## src/rtl/tone_source.sv

```systemverilog
// Square-wave tone source for the codec write stage: note code in, 24-bit stereo samples out on a valid/ready stream.
// Define ENVELOPE_EN to add the linear attack/release envelope; without it the output is exactly +/-AMPLITUDE or 0.
module tone_source #(
  parameter logic [23:0] AMPLITUDE = 24'h200000,
  parameter logic [7:0]  ENV_STEP  = 8'd4
) (
  input  logic        clock,
  input  logic        reset,
  input  logic [3:0]  note,
  input  logic        sample_ready,
  output logic        sample_valid,
  output logic [23:0] sample_left,
  output logic [23:0] sample_right,
  output logic        active
);

  // Half-period in 48 kHz samples for C4..B4.
  function automatic logic [6:0] half_period(input logic [3:0] code);
    case (code)
      4'd1:    half_period = 7'd92;
      4'd2:    half_period = 7'd87;
      4'd3:    half_period = 7'd82;
      4'd4:    half_period = 7'd77;
      4'd5:    half_period = 7'd73;
      4'd6:    half_period = 7'd69;
      4'd7:    half_period = 7'd65;
      4'd8:    half_period = 7'd61;
      4'd9:    half_period = 7'd58;
      4'd10:   half_period = 7'd55;
      4'd11:   half_period = 7'd51;
      4'd12:   half_period = 7'd49;
      default: half_period = 7'd1;
    endcase
  endfunction

  logic        valid_reg;
  logic [3:0]  note_q_reg, note_q_next;
  logic [6:0]  cnt_reg, cnt_next;
  logic        pol_reg, pol_next;
  logic [23:0] sample_reg, sample_next;
  logic        active_reg, active_next;
  logic [3:0]  n;
  logic        transfer;
  logic [23:0] level;

  assign transfer = valid_reg & sample_ready;

  always_comb begin
    n           = (note > 4'd12) ? 4'd0 : note;
    note_q_next = note_q_reg;
    cnt_next    = cnt_reg;
    pol_next    = pol_reg;
    if (n != 4'd0 && n != note_q_reg) begin
      note_q_next = n;
      cnt_next    = 7'd0;
      pol_next    = 1'b0;
    end else if (note_q_reg != 4'd0 && cnt_reg == half_period(note_q_reg) - 7'd1) begin
      cnt_next = 7'd0;
      pol_next = ~pol_reg;
    end else if (note_q_reg != 4'd0) begin
      cnt_next = cnt_reg + 7'd1;
    end
  end

  assign level = pol_next ? (~AMPLITUDE + 24'd1) : AMPLITUDE;

`ifdef ENVELOPE_EN
  logic [7:0]         env_reg, env_next;
  logic [8:0]         env_sum;
  logic signed [31:0] product;

  always_comb begin
    env_sum = {1'b0, env_reg} + {1'b0, ENV_STEP};
    if (n != 4'd0)
      env_next = env_sum[8] ? 8'hFF : env_sum[7:0];
    else
      env_next = (env_reg > ENV_STEP) ? env_reg - ENV_STEP : 8'd0;
    // Bits [31:8] of the 32-bit product are the arithmetic >>>8 truncated to 24 bits.
    product     = $signed({{8{level[23]}}, level}) * $signed({24'd0, env_next});
    sample_next = (note_q_next == 4'd0) ? 24'd0 : product[31:8];
    active_next = (env_next != 8'd0);
  end

  always_ff @(posedge clock) begin
    if (!reset)
      env_reg <= 8'd0;
    else if (transfer)
      env_reg <= env_next;
  end
`else
  always_comb begin
    sample_next = (n != 4'd0) ? level : 24'd0;
    active_next = (n != 4'd0);
  end
`endif

  // valid rises on the first cycle out of reset; a held sample is dropped by reset.
  always_ff @(posedge clock) begin
    if (!reset) begin
      valid_reg  <= 1'b0;
      note_q_reg <= 4'd0;
      cnt_reg    <= 7'd0;
      pol_reg    <= 1'b0;
      sample_reg <= 24'd0;
      active_reg <= 1'b0;
    end else begin
      valid_reg <= 1'b1;
      if (transfer) begin
        note_q_reg <= note_q_next;
        cnt_reg    <= cnt_next;
        pol_reg    <= pol_next;
        sample_reg <= sample_next;
        active_reg <= active_next;
      end
    end
  end

  assign sample_valid = valid_reg;
  assign sample_left  = sample_reg;
  assign sample_right = sample_reg;
  assign active       = active_reg;

endmodule

```

## config.mk

```make
export PLATFORM = sky130hd
export DESIGN_NAME = tone_source
export DESIGN_NICKNAME = d
export VERILOG_FILES = /design/src/rtl/tone_source.sv
export SDC_FILE = /design/constraint.sdc
export NUM_CORES = 1
export LEC_CHECK = 0
export ABC_AREA = 1
export CORE_MARGIN = 1
export CORE_UTILIZATION = 42
export DETAILED_ROUTE_END_ITERATION = 10
export HOLD_SLACK_MARGIN = 0.08
export PLACE_DENSITY = 0.84
export SYNTH_ARGS = -nofsm -noshare
export SYNTH_HDL_FRONTEND = slang
export SYNTH_SLANG_ARGS = --single-unit
export TNS_END_PERCENT = 5
```

## constraint.sdc

```tcl
create_clock -name clock -period 1.8 [get_ports clock]
set_input_delay 0.45 -clock clock [delete_from_list [all_inputs] [get_ports clock]]
set_output_delay 0.45 -clock clock [all_outputs]
set_load 0.01 [all_outputs]
```

==> results.md <==
* Maximum buffer depth of the clock tree at 2
* Minimum clock period at 1.758 ns
* Hold WC Path Type: reg2reg
* Core area at 0.004000 mm²
* Initial Utilization at 43.73%
* WL final at 3556 µm
* Worst IR Drop VDD at 311.2 µV
* First-pass GRT wire length at 5540 µm
* # diodes at 0
* I/O pins at 57
* Placed cell count at 329
* Period utilization at 97.67%
* Routability cong. at 0.7854
* Worst setup EP type: flip-flop
* Nets@finish at 301
* Area of the multi-input gates at 0.001085 mm²
* Max-Cap Viols at 0
* Max-slew violations at 0
* Port-buffer cells at 14
* TritonRoute pass-1 iters at 4
* Net switching power at 513.4 µW
* Synthesized area at 0.001749 mm²
* Commonest cells after routing, fill and taps aside: nand2_1 (60), conb_1 (42), nand3_1 (23)
* Status: completed
* Leak at 1.040 nW
* DRT antenna net count at 0
* Sequential Area at 442.9 µm²
* Maximum clock frequency at 0.5688 GHz
* Vias in the first global route at 1375
* Layout cells sized above 1 at 25.35%
* Die ar. at 0.004427 mm²
* Yosys warnings at 0
* Mean Syn Cell Area at 6.780 µm²
* P_int at 1.023 mW
* Yosys reg bits at 22
* Fillers at 388
* FP Rows at 23
* FF-to-FF setup slack at 0.04 ns
* DRC Markers at 0
* Worst Path Arrival at 1.92 ns
* Clk slew on worst S/H paths at 0.08 ns
* Finished Layout Cells at 338
* Fin. Hold Viols at 0
* Register area share after synthesis at 25.18%
* Routed vias at 1578
* Die height at 66.54 µm
* Initial antenna violation count at 0
* Worst-Skew Late Latency at 0.27 ns
* Hold wc startpoint: sample_left[21]$_SDFFE_PN0P_
* Routed length per instance at 10.52 µm
* Die extent in x at 66.54 µm
* Clock Sinks at 22
* Global route overflow at 0
* H-tree Lvls at 1
* Layout Area Growth over Synthesis at 17.45%
* CTS buffer count at 3
* Yosys cell types at 23
* Worst Skew at 0.007290 ns
* Clock root cell: clkbuf_8
* Pin count of the biggest net entering global routing at 14
* Fin Hold WS at 0.5003 ns
* # hold bufs at CTS at 0
* Combinational power share at 32.9%
* Setup violators final at 0
* Sw Share at 33.43%
* Data required time of the critical path at 1.97 ns
* WS Path Type: reg2reg
* Setup crit start kind: flip-flop
* Clock tree from TritonCTS: yes
* Commonest non-fill, non-tap cell in the layout: nand2_1
* Pwr dens at 747.6 mW/mm²
* Hpwl dp at 2431 µm
* Gate Count Post-Synth at 258
* Worst Path Max Fanout at 6
* Flop pwr share at 37.0%
* Vias per inst at 4.669
* Global Route Usage Sum at 16.12%
* 1st-iter DRT viols at 119
* RSZ-0062 raised after global routing: true
* Clk pwr share at 30.1%
-- per-layer routing --
metal | track usage [%] | wire (µm) | vias up
met5 | 0 | 0 | -
met2 | 32.14 | 2006 | 51
li1 | - | - | 772
met1 | 17.75 | 1400 | 748
met4 | 4.787 | 46 | 0
met3 | 1.199 | 102 | 7
-- power groups by stage --
| stage | clock, mW | combinational [mW] | sequential (mW) |
|---|---|---|---|
| after floorplan | 0 | 0.392 | 0.567 |
| after CTS | 0.468 | 0.465 | 0.563 |
| after global routing | 0.485 | 0.564 | 0.574 |
| after detailed placement | 0 | 0.434 | 0.573 |
| after global placement | 0 | 0.420 | 0.572 |
| final | 0.462 | 0.505 | 0.569 |
-- worst max-delay path, cell delays in order, from the launching register on --
cell      delay, ns
dfxtp_2        0.36
inv_2          0.05
ha_4           0.25
xor2_1         0.14
nand2_1        0.07
nor2_1         0.11
nand3b_1       0.11
nor2_2         0.15
nand2_1        0.08
nand2_1        0.08
nand2_2        0.08
nand2_4        0.13
nor2_1         0.05
-- timing repair --
| item | CTS | global route |
|---|---|---|
| pin swaps | 7 | 15 |
| endpoints found under the setup margin | 19 | 16 |
| gates cloned | 0 | 0 |
| setup buffers | 2 | 3 |
| gates resized for setup | 21 | 22 |
-- through the flow --
stage	setup TNS, ns	setup WS, ns	utilization [%]	area, µm²	power [mW]
floorplan	-0.03667	-0.01547	-	1918	0.9594
global placement	-7.794	-0.5940	46.73	1869	0.9916
detailed placement	-9.106	-0.6654	46.73	1869	1.007
CTS	-0.01203	-0.01203	50.08	2003	1.495
global route	-0.6421	-0.09378	51.36	2054	1.623
finish	0	0.04200	51.36	2054	1.536
-- kinds of logic after synthesis --
family	synth area share, %
and+or+nand+nor	36.12
buffers and inverters	27.47
xor gates and xnor gates	4.006
AOI/OAI and AO/OA	3.434
DFF	25.18
adders and majority gates	3.577
other	0.2144
-- cell usage after synthesis --
master	n	share of area [%]
a21oi_1	8	2.3
buf_1	1	0.21
buf_4	47	20
conb_1	1	0.21
dfxtp_1	22	25
ha_1	5	3.6
inv_1	29	6.2
inv_2	4	0.86
nand2_1	65	14
nand2_2	6	2.1
nand2_4	3	1.9
nand3_1	24	6.9
nand3_2	2	1.1
nand3_4	2	2.0
nand3b_1	7	3.0
nand4_1	2	0.72
nor2_1	16	3.4
nor2_4	1	0.64
nor3_1	1	0.29
o21ai_0	2	0.57
o21ai_1	2	0.57
xnor2_1	3	1.5
xor2_1	5	2.5
-- area by class of cell --
class	count	share of cell area, %
clock inverter	1	1.462
inverter	33	6.151
sequential	22	21.56
multi-input combinational	196	52.80
timing repair buffer	33	12.97
tap	50	3.045
clock buffer	3	2.010
-- worst paths after layout --
path / end / cells past startpoint
hold reg to reg: sample_left[21]$_SDFFE_PN0P_ / 2
setup reg to reg: cnt_reg[3]$_SDFFE_PN0P_ / 12
setup / recovery: cnt_reg[3]$_SDFFE_PN0P_ / 12
hold / removal: sample_left[21]$_SDFFE_PN0P_ / 2
No activity file was read; power rests on OpenSTA's default activity.
